### src/rtl/snitch_pkg.sv
// Shared Snitch data-port types: request/response beats and the meta id tag.
package snitch_pkg;

  localparam int unsigned NumIntOutstandingLoads = 8;
  localparam int unsigned MetaIdWidth            = 4;
  localparam int unsigned AddrWidth              = 32;
  localparam int unsigned DataWidth              = 32;

  typedef logic [MetaIdWidth-1:0] meta_id_t;

  typedef struct packed {
    logic [AddrWidth-1:0]   addr;
    meta_id_t               id;
    logic                   write;
    logic [3:0]             amo;
    logic [DataWidth-1:0]   data;
    logic [DataWidth/8-1:0] strb;
  } dreq_t;

  typedef struct packed {
    logic [DataWidth-1:0] data;
    meta_id_t             id;
    logic                 write;
    logic                 error;
  } dresp_t;

  function automatic int unsigned idx_width(input int unsigned n);
    return (n > 1) ? $clog2(n) : 1;
  endfunction

endpackage

### src/rtl/snitch_dresp_rob.sv
// In-order response reorder buffer: tags requests with a slot index and returns
// out-of-order memory responses to the core in issue order with the core id restored.
module snitch_dresp_rob import snitch_pkg::*; #(
  parameter int unsigned NumEntries  = NumIntOutstandingLoads,
  parameter int unsigned MetaIdWidth = idx_width(NumEntries)
) (
  input  logic   clk_i,
  input  logic   rst_i,
  input  dreq_t  core_req_i,
  input  logic   core_req_valid_i,
  output logic   core_req_ready_o,
  output dreq_t  mem_req_o,
  output logic   mem_req_valid_o,
  input  logic   mem_req_ready_i,
  input  dresp_t mem_resp_i,
  input  logic   mem_resp_valid_i,
  output logic   mem_resp_ready_o,
  output dresp_t core_resp_o,
  output logic   core_resp_valid_o,
  input  logic   core_resp_ready_i
);

  typedef logic [MetaIdWidth-1:0]             slot_t;
  typedef logic [$clog2(NumEntries+1)-1:0]    cnt_t;

  typedef struct packed {
    logic                 alloc;
    logic                 done;
    meta_id_t             core_id;
    logic [DataWidth-1:0] data;
    logic                 write;
    logic                 error;
  } rob_entry_t;

  localparam slot_t LastSlot = slot_t'(NumEntries - 1);
  localparam cnt_t  Capacity = cnt_t'(NumEntries);

  rob_entry_t entry_q [NumEntries];
  rob_entry_t entry_d [NumEntries];
  slot_t      head_q, head_d, tail_q, tail_d;
  cnt_t       cnt_q, cnt_d;

  logic  full, issue_fire, retire_fire, resp_in_range, resp_hit;
  slot_t resp_idx;

  // Explicit wrap so non-power-of-two depths work.
  function automatic slot_t bump(input slot_t p);
    return (p == LastSlot) ? '0 : p + slot_t'(1);
  endfunction

  // Issue: full looks only at the registered count.
  assign full             = (cnt_q == Capacity);
  assign core_req_ready_o = mem_req_ready_i & ~full;
  assign mem_req_valid_o  = core_req_valid_i & ~full;
  assign issue_fire       = core_req_valid_i & core_req_ready_o;

  always_comb begin
    mem_req_o    = core_req_i;
    mem_req_o.id = meta_id_t'(tail_q);
  end

  // Response capture: ids outside the slot range or on free slots are dropped.
  assign mem_resp_ready_o = 1'b1;
  assign resp_idx         = mem_resp_i.id[MetaIdWidth-1:0];
  assign resp_in_range    = (meta_id_t'(resp_idx) == mem_resp_i.id) &&
                            (32'(resp_idx) < NumEntries);
  assign resp_hit         = mem_resp_valid_i & resp_in_range & entry_q[resp_idx].alloc;

  // Retire straight from registered state; no mem_resp -> core_resp path.
  assign core_resp_valid_o = entry_q[head_q].alloc & entry_q[head_q].done;
  assign retire_fire       = core_resp_valid_o & core_resp_ready_i;

  always_comb begin
    core_resp_o.data  = entry_q[head_q].data;
    core_resp_o.id    = entry_q[head_q].core_id;
    core_resp_o.write = entry_q[head_q].write;
    core_resp_o.error = entry_q[head_q].error;
  end

  always_comb begin
    entry_d = entry_q;
    if (issue_fire) begin
      entry_d[tail_q].alloc   = 1'b1;
      entry_d[tail_q].done    = 1'b0;
      entry_d[tail_q].core_id = core_req_i.id;
    end
    if (resp_hit) begin
      entry_d[resp_idx].done  = 1'b1;
      entry_d[resp_idx].data  = mem_resp_i.data;
      entry_d[resp_idx].write = mem_resp_i.write;
      entry_d[resp_idx].error = mem_resp_i.error;
    end
    if (retire_fire) begin
      entry_d[head_q].alloc = 1'b0;
      entry_d[head_q].done  = 1'b0;
    end
  end

  always_comb begin
    head_d = retire_fire ? bump(head_q) : head_q;
    tail_d = issue_fire ? bump(tail_q) : tail_q;
    unique case ({issue_fire, retire_fire})
      2'b10:   cnt_d = cnt_q + cnt_t'(1);
      2'b01:   cnt_d = cnt_q - cnt_t'(1);
      default: cnt_d = cnt_q;
    endcase
  end

  always_ff @(posedge clk_i) begin
    if (rst_i) begin
      head_q <= '0;
      tail_q <= '0;
      cnt_q  <= '0;
    end else begin
      head_q <= head_d;
      tail_q <= tail_d;
      cnt_q  <= cnt_d;
    end
    // Payload is don't-care while alloc is clear, so only the flags reset.
    for (int unsigned i = 0; i < NumEntries; i++) begin
      entry_q[i] <= entry_d[i];
      if (rst_i) begin
        entry_q[i].alloc <= 1'b0;
        entry_q[i].done  <= 1'b0;
      end
    end
  end

  always @(posedge clk_i) begin
    if (!rst_i && mem_resp_valid_i) begin
      assert (resp_hit)
        else $warning("dresp_rob: response to non-allocated slot %0d dropped", mem_resp_i.id);
      assert (!(resp_hit && entry_q[resp_idx].done))
        else $error("dresp_rob: response to slot %0d which is already done", resp_idx);
    end
  end

endmodule

### config.mk
export PLATFORM = sky130hd
export DESIGN_NAME = snitch_dresp_rob
export DESIGN_NICKNAME = d
export VERILOG_FILES = /design/src/rtl/snitch_pkg.sv /design/src/rtl/snitch_dresp_rob.sv
export SDC_FILE = /design/constraint.sdc
export NUM_CORES = 1
export LEC_CHECK = 0
export CAP_MARGIN = 5
export CORE_MARGIN = 5
export CORE_UTILIZATION = 35
export CTS_BUF_LIST = sky130_fd_sc_hd__clkbuf_8
export DETAILED_ROUTE_END_ITERATION = 8
export DONT_BUFFER_PORTS = 1
export SYNTH_ARGS = -nofsm -noshare
export SYNTH_HDL_FRONTEND = slang
export SYNTH_SLANG_ARGS = --single-unit
### constraint.sdc
create_clock -name clk_i -period 5.1 [get_ports clk_i]
set_input_delay 0.765 -clock clk_i [delete_from_list [all_inputs] [get_ports clk_i]]
set_output_delay 0.765 -clock clk_i [all_outputs]
set_load 0.01 [all_outputs]
==> flow_metrics.tcl, run 1 <==
set metrics [dict create \
    status "finished clean" \
    wirelength_um 31700 \
    synth_most_common_cell "edfxtp_1" \
    syn_area_um2 12800 \
    synth_nets 915 \
    cts_tree "done" \
    cts_setup_buffers 0 \
    die_h_um 202 \
    leakagePower_nw 4.24 \
    synth_cells 787 \
    drc 0 \
    final_max_slew_viol_count 0 \
    grt_max_degree 35 \
    finalNonFillerCells 1242 \
    die_width_um 202 \
    cts.root.buffer_cell "clkbuf_8" \
    critPathSlowestCell "and3_2" \
    end_kind "primary output" \
    synth_common_cells "edfxtp_1 (304), a22oi_1 (153), buf_4 (75)" \
    antenna_left 0 \
    fin_crit_sh 0.749 \
    core-area_um2 36400 \
    powerDensity_nw_per_um2 370 \
    power_frac_clock 0.414 \
    place_inst 1145 \
    worst-path-max-fanout 25 \
    grt.total_usage 0.152 \
    max_slew.worst_pin.slew_ps 1110 \
    cts_resized 0 \
    hp-class "input pin to register" \
    seq_power_share 0.581 \
    worst_ep_required_time_ps 4340 \
    switching_share 0.202 \
    gp_congestion 0.741 \
    area_growth_syn_to_layout_pct 7.35 \
    synth_area_leaders "edfxtp_1 (71%), a22oi_1 (8.9%), buf_4 (4.4%), dfxtp_1 (4.1%), nand4_1 (1.9%)" \
    slowest_delay_ps 860 \
    rsz0062_at_grt "false" \
    clock-skew-final_ps 13.9 \
    first_pass_iters 4 \
    yosysTopAreaCell "edfxtp_1" \
    drt_iter0_markers 537 \
    num_io_pins 240 \
    cts-buffers-inserted 54 \
    stdcell_area_um2 13800 \
    p_sw_mw 1.03 \
    syn_avg_cell_area_um2 16.3 \
    start_util 0.353 \
    holdBufCountCts 0 \
    synth_warnings 0 \
    std_cell_rows 70 \
    post_drt_wl_per_cell_um 25.6 \
    clk-insertion-delay-late_ps 590 \
    ys_seq_area_frac 0.751 \
    total_power_mw 5.10 \
    fin_nets 861 \
    placed_area_um2 12800 \
    num_antenna_cells 0 \
    combPwrFrac 0.005 \
    grt_overflow 0 \
    hold_violations 0 \
    cts.path.max_buffers 3 \
    ys_seq_elements 330 \
    period_minus_slack_ps 3820 \
    num-fill-cells 3392 \
    layout-drive-gt1-share 0.140 \
    synth_edf_count 304 \
    max_freq_mhz 262 \
    setup_viol 0 \
    tns_ps 0 \
    viasPerCell 5.41 \
    cap_violations 0 \
    grt_first_pass_wirelength_um 46500 \
    path_cells "and3_2 > buf_4 > a22oi_1 > nand4_1" \
    cp-start-kind "register" \
    grt_pass1_vias 6956 \
    place_hpwl_um 17800 \
    synth_top_area_share 0.711 \
    worstPathArrival_ps 3060 \
    die-area_um2 40600 \
    htree_num_levels 2 \
    critPathKind "register to primary output" \
    antenna_found_initial 0 \
    async_reset_ff_frac 0 \
    vias 6724 \
    port_buffers 0 \
    clkTransAtPathRegs_ps 60 \
    relSlewSlack 0.259 \
    synth_flop_cell "edfxtp_1" \
    cts.sink_count 330 \
    ir_drop_uv 186 \
    synth_cell_types 48 \
    p_int_mw 4.08 \
]
-- routing by layer --
layer | wire (um) | track usage
met4 | 960 | 0.0579
met3 | 2470 | 0.0488
met1 | 12200 | 0.176
met2 | 16100 | 0.265
met5 | 0 | 0
-- cell families (layout without fill, tap and decap cells) --
family	Yosys count	after routing	share of synthesized area
xor gates and xnor gates	4	4	0.00273
muxes	8	8	0.00721
adders and majority gates	7	7	0.00682
buffers and inverters	128	115	0.0619
AOI/OAI and AO/OA	194	194	0.117
other	2	2	0.000585
and+or+nand+nor	114	114	0.0531
DFF	330	330	0.751
-- cells in the final DEF (no fill, tap or decap), types with 2 or more instances in the layout --
cell        instances
edfxtp_1          304
a22oi_1           153
clkbuf_8           55
nand4_1            39
dfxtp_1            26
inv_1              22
nor2_1             17
clkinv_1           12
nand2_1             9
a21oi_1             9
a211oi_1            9
buf_4               8
nand2b_1            7
mux2i_1             7
inv_2               7
o21ai_0             7
a221oi_2            7
ha_1                7
nand3_1             6
nor2b_1             4
xor2_1              4
nor3_1              4
clkinv_2            4
nor2b_4             3
nor3_2              3
and2_1              3
nand3b_1            3
and2_2              2
or2b_2              2
or3_1               2
o311a_1             2
conb_1              2
bufinv_16           2
clkinvlp_4          2
-- stage by stage --
step	hold slack (ps)	worst slack, ps	utilization
finish	240	1280	0.378
global route	199	1150	0.378
CTS	199	1240	0.378
detailed placement	477	1740	0.351
global placement	469	1840	0.351
floorplan	453	394	-
-- power by group through the flow --
stage               sequential, mW  combinational, mW  clock (mW)
detailed placement            3.02             0.0249           0
finish                        2.97             0.0245        2.11
CTS                           2.97             0.0249        2.17
global placement              3.02             0.0247           0
global route                  2.97             0.0273        2.29
floorplan                     3.02             0.0848           0
-- layout make-up --
class                   count  area [um2]  area share
repair buffers              9        80.1     0.00581
clock inverters            42         235      0.0171
clock buffers              55         757      0.0549
inverters                   9        33.8     0.00245
flip-flops and latches    330        9650       0.700
multi-input cells         329        2450       0.178
well taps                 468         586      0.0425
-- worst max-delay path: cells and delay by family, from the launching register on --
family	cells	cell delay, ps
AND/OR/NAND/NOR	2	1100
flip-flops	1	830
buffers and inverters	1	400
AO/OA/AOI/OAI	1	100
-- worst paths after layout --
path	from	to	slack, ps	depth (start not counted)
setup / recovery	head_q[0]$_SDFFE_PP0N_	core_resp_o[11]	1280	4
hold / removal	rst_i	entry_q[318]$_SDFF_PP0_	240	1
setup reg to reg	head_q[0]$_SDFFE_PP0N_	cnt_q[2]$_SDFFE_PP0P_	1680	11
hold reg to reg	entry_q[279]$_SDFF_PP0_	entry_q[279]$_SDFF_PP0_	480	2
Power figures use the tool's default switching activity.
==> inputs of run 2 (changes only) <==
Clock period 5.1 ns to 3.6 ns, I/O delays scaled along.
==> flow_metrics.tcl, run 2 (same netlist as run 1, synthesis figures left out) <==
set metrics [dict create \
    die_width_um 202 \
    tns_ps 0 \
    critPathSlowestCell "nor2b_4" \
    antenna_left 0 \
    rsz0062_at_grt "false" \
    drc 0 \
    seq_power_share 0.557 \
    grt_max_degree 41 \
    total_power_mw 7.54 \
    post_drt_wl_per_cell_um 25.3 \
    r2r-end "cnt_q[2]$_SDFFE_PP0P_" \
    relSlewSlack 0.229 \
    std_cell_rows 70 \
    setup_viol 0 \
    status "finished clean" \
    cap_violations 0 \
    cp-start-kind "register" \
    viasPerCell 5.32 \
    grt_overflow 0 \
    area_growth_syn_to_layout_pct 13.1 \
    cts-buffers-inserted 54 \
    clock-skew-final_ps 26.2 \
    slowest_delay_ps 680 \
    combPwrFrac 0.015 \
    core-area_um2 36400 \
    hp-class "input pin to register" \
    critPathKind "register to primary output" \
    vias 6922 \
    worst-path-max-fanout 18 \
    worstPathArrival_ps 2750 \
    grt.total_usage 0.160 \
    cts.sink_count 330 \
    layout_common_cells "edfxtp_1 (304), a22oi_1 (153), clkbuf_8 (55), nand4_1 (39), dlygate4sd3_1 (39)" \
    p_int_mw 6.02 \
    period_minus_slack_ps 3290 \
    drt_iter0_markers 515 \
    grt_pass1_vias 7202 \
    antenna_found_initial 2 \
    worst_ep_required_time_ps 3060 \
    num_io_pins 240 \
    stdcell_area_um2 14500 \
    worst_r2r_path_depth 10 \
    power_frac_clock 0.428 \
    path_cells "nor2b_1 > nor2b_4 > buf_12 > a22oi_1 > nand4_1" \
    htree_num_levels 2 \
    first_pass_iters 5 \
    mostFrequentLayoutCell "edfxtp_1" \
    switching_share 0.202 \
    grt_first_pass_wirelength_um 48500 \
    max_slew.worst_pin.slew_ps 1150 \
    r2r_start "head_q[0]$_SDFFE_PP0N_" \
    start_util 0.353 \
    fin_crit_sh 0.915 \
    wirelength_um 33000 \
    end_kind "primary output" \
    ff2ff_setup_slack_ps 580 \
    clk-insertion-delay-late_ps 610 \
    die_h_um 202 \
    fin_nets 921 \
    ir_drop_uv 343 \
    hold_violations 0 \
    die-area_um2 40600 \
    cts.path.max_buffers 3 \
    setup.worst_path.start "head_q[2]$_SDFFE_PP0N_" \
    p_sw_mw 1.53 \
    gp_congestion 0.770 \
    path_depth 5 \
    max_freq_mhz 304 \
    placed_area_um2 13000 \
    cts.root.buffer_cell "clkbuf_8" \
    clkTransAtPathRegs_ps 60 \
    layout-drive-gt1-share 0.162 \
    cts_tree "done" \
    critPathTopFamily "simple AND/OR/NAND/NOR gates" \
    port_buffers 0 \
    final_max_slew_viol_count 0 \
    leakagePower_nw 4.56 \
    powerDensity_nw_per_um2 519 \
    crit_end "core_resp_o[31]" \
    place_hpwl_um 19500 \
    cp_num_buf_inv 1 \
]
-- run 2: what timing repair did --
item / 4_1_cts / 5_1_grt
endpoints found under the setup margin: 0 / 8
hold buffers: 39 / 0
setup buffers: 0 / 3
resized for setup: 0 / 1
endpoints found under the hold margin: 330 / 0
-- run 2: layer usage --
layer | up-vias | wire, um | GRT usage
met5 | - | 7 | 0
met4 | 2 | 1420 | 0.0767
met3 | 102 | 2740 | 0.0554
met2 | 271 | 15800 | 0.259
met1 | 3422 | 13100 | 0.192
li1 | 3125 | - | -
-- run 2: final cells by class --
cell class / instances / area, um2
Timing Repair Buffer: 69 / 741
Clock buffer: 55 / 757
Inverter: 9 / 33.8
Clock inverter: 40 / 303
Antenna cell: 1 / 2.50
Fill cell: 3312 / 21900
Multi-Input combinational cell: 329 / 2460
Tap cell: 468 / 586
Sequential cell: 330 / 9650
-- run 2: power by group through the flow --
stage	Clock (mW)	Combinational (mW)	Sequential, mW
3_3_place_gp	0	0.0354	4.28
2_1_floorplan	0	0.120	4.28
6_report	3.23	0.115	4.20
3_5_place_dp	0	0.0358	4.28
5_1_grt	3.52	0.126	4.20
4_1_cts	3.32	0.116	4.20
-- run 2: worst min-delay path by stage --
stage | startpoint | end | slack (ps) | depth (start not counted)
detailed placement | entry_q[279]$_SDFF_PP0_ | entry_q[279]$_SDFF_PP0_ | 480 | 2
global route | mem_resp_i[4] | entry_q[38]$_SDFF_PP0_ | 100 | 2
CTS | mem_resp_i[4] | entry_q[38]$_SDFF_PP0_ | 90 | 2
global placement | entry_q[279]$_SDFF_PP0_ | entry_q[279]$_SDFF_PP0_ | 470 | 2
floorplan | entry_q[279]$_SDFF_PP0_ | entry_q[279]$_SDFF_PP0_ | 450 | 2
finish | mem_resp_i[4] | entry_q[38]$_SDFF_PP0_ | 160 | 2
-- run 2: worst reg2reg max path: stages (launching register included) --
cell	delay (ps)
dfxtp_1	840
a21oi_1	260
o311ai_2	480
nor2_4	50
ha_1	270
xor2_1	160
ha_1	180
a21oi_1	160
xor2_1	100
or3_1	310
a21oi_1	140
-- run 2: metrics by stage --
stage / cells / worst slack [ps] / utilization / hold slack [ps]
finish: 1301 / 305 / 0.399 / 156
global route: 1301 / 111 / 0.399 / 99.3
CTS: 1297 / 98.2 / 0.398 / 93.7
detailed placement: 1163 / 619 / 0.358 / 476
global placement: 1163 / 741 / 0.358 / 466
floorplan: 787 / 152 / - / 453
==> inputs of run 3 (changes only) <==
Settings changed: CORE_MARGIN 5 to 1, REMOVE_ABC_BUFFERS set to 1.
==> flow_metrics.tcl, run 3 (same netlist as run 1, synthesis figures left out) <==
set metrics [dict create \
    total_power_mw 7.25 \
    grt.total_usage 0.196 \
    start_util 0.359 \
    die_h_um 194 \
    period_minus_slack_ps 3230 \
    die_width_um 194 \
    place_inst 1151 \
    grt_max_degree 35 \
    fin_crit_sh 0.898 \
    fin_nets 893 \
    finalNonFillerCells 1266 \
    first_pass_iters 5 \
    cts_resized 0 \
    worst-path-max-fanout 20 \
    htree_num_levels 2 \
    wirelength_um 37300 \
    powerDensity_nw_per_um2 511 \
    leakagePower_nw 4.42 \
    antenna_found_initial 0 \
    cts_tree "done" \
    cts.root.buffer_cell "clkbuf_8" \
    hold_violations 0 \
    rsz0062_at_grt "false" \
    cts-buffers-inserted 55 \
    final_max_slew_viol_count 0 \
    num_io_pins 240 \
    mostFrequentLayoutCell "edfxtp_1" \
    fin_util 0.396 \
    drc 0 \
    worst_ep_required_time_ps 3060 \
    antenna_left 0 \
    die-area_um2 37500 \
    critPathKind "register to primary output" \
    placed_area_um2 13000 \
    grt_pass1_vias 6999 \
    grt_overflow 0 \
    num_antenna_cells 0 \
    viasPerCell 5.69 \
    place_hpwl_um 22500 \
    cp-start-kind "register" \
    cap_violations 0 \
    gp_congestion 0.766 \
    stdcell_area_um2 14200 \
    area_growth_syn_to_layout_pct 10.4 \
    port_buffers 0 \
    hp-class "input pin to register" \
    std_cell_rows 69 \
    clk-insertion-delay-late_ps 610 \
    drt_iter0_markers 722 \
    post_drt_wl_per_cell_um 29.5 \
    core-area_um2 35800 \
    max_slew.worst_pin.slew_ps 1210 \
    place_ws_ps 632 \
    cts_setup_buffers 0 \
    layout-drive-gt1-share 0.149 \
    worstPathArrival_ps 2690 \
    cts.path.max_buffers 3 \
    layout_common_cells "edfxtp_1 (304), a22oi_1 (153), clkbuf_8 (56), nand4_1 (39), dfxtp_1 (26)" \
    clkTransAtPathRegs_ps 60 \
    status "finished clean" \
    worst_slack_ps 366 \
    max_freq_mhz 309 \
    ir_drop_uv 224 \
    vias 7209 \
    setup_viol 0 \
    grt_first_pass_wirelength_um 52900 \
    relSlewSlack 0.189 \
    cts.sink_count 330 \
    clock-skew-final_ps 33.4 \
    holdBufCountCts 18 \
    end_kind "primary output" \
]
==> run 3: changes by cell type in the layout (fill, tap and decap cells not counted), sizes merged, moves of 4 or more <==
| cell | delta |
|---|---|
| dlygate4sd3 | -21 |
| inv | +10 |
| buf | -8 |
| bufinv | -4 |
| clkinv | -6 |
==> run 3: worst paths after layout <==
kind / startpoint / endpoint / slack [ps] / cells after the start
min reg2reg: entry_q[318]$_SDFF_PP0_ / entry_q[318]$_SDFF_PP0_ / 500 / 2
max: head_q[0]$_SDFFE_PP0N_ / core_resp_o[30] / 370 / 4
max reg2reg: head_q[0]$_SDFFE_PP0N_ / cnt_q[2]$_SDFFE_PP0P_ / 600 / 11
min: mem_resp_i[29] / register / 50 / 0
==> run 3: power by group <==
group / leakage [nW] / internal (mW) / switching [mW] / total [mW]
registers: 2.94 / 4.19 / 0.00888 / 4.20
logic: 0.899 / 0.0279 / 0.0425 / 0.0704
clock network: 0.578 / 1.51 / 1.46 / 2.98
total: 4.42 / 5.73 / 1.51 / 7.25
==> run 3: cell type report <==
| cell class | count | area, um2 |
|---|---|---|
| clock buffers | 56 | 771 |
| clock inverters | 41 | 206 |
| fillers | 3297 | 21600 |
| inverters | 9 | 33.8 |
| multi-input cells | 329 | 2450 |
| flip-flops and latches | 330 | 9650 |
| well taps | 461 | 577 |
| repair buffers | 40 | 495 |
==> run 3: metal layers <==
metal / up-vias / global-route usage / wire (um)
li1: 3059 / - / -
met1: 3699 / 0.240 / 14700
met2: 387 / 0.286 / 16700
met3: 54 / 0.111 / 4890
met5: - / 0.0792 / 375
met4: 10 / 0.0557 / 682
==> run 3: critical path: stages, from the launching register on <==
cell     delay (ps)
dfxtp_1         810
and2_2          660
buf_4           300
a22oi_1         110
nand4_1         220
==> run 3: stage by stage <==
stage                     setup TNS, ps  hold WS, ps
after floorplan                  -36150          450
after global placement                0          467
after detailed placement              0          473
after CTS                             0         5.85
after global routing                  0        0.987
final                                 0         46.6
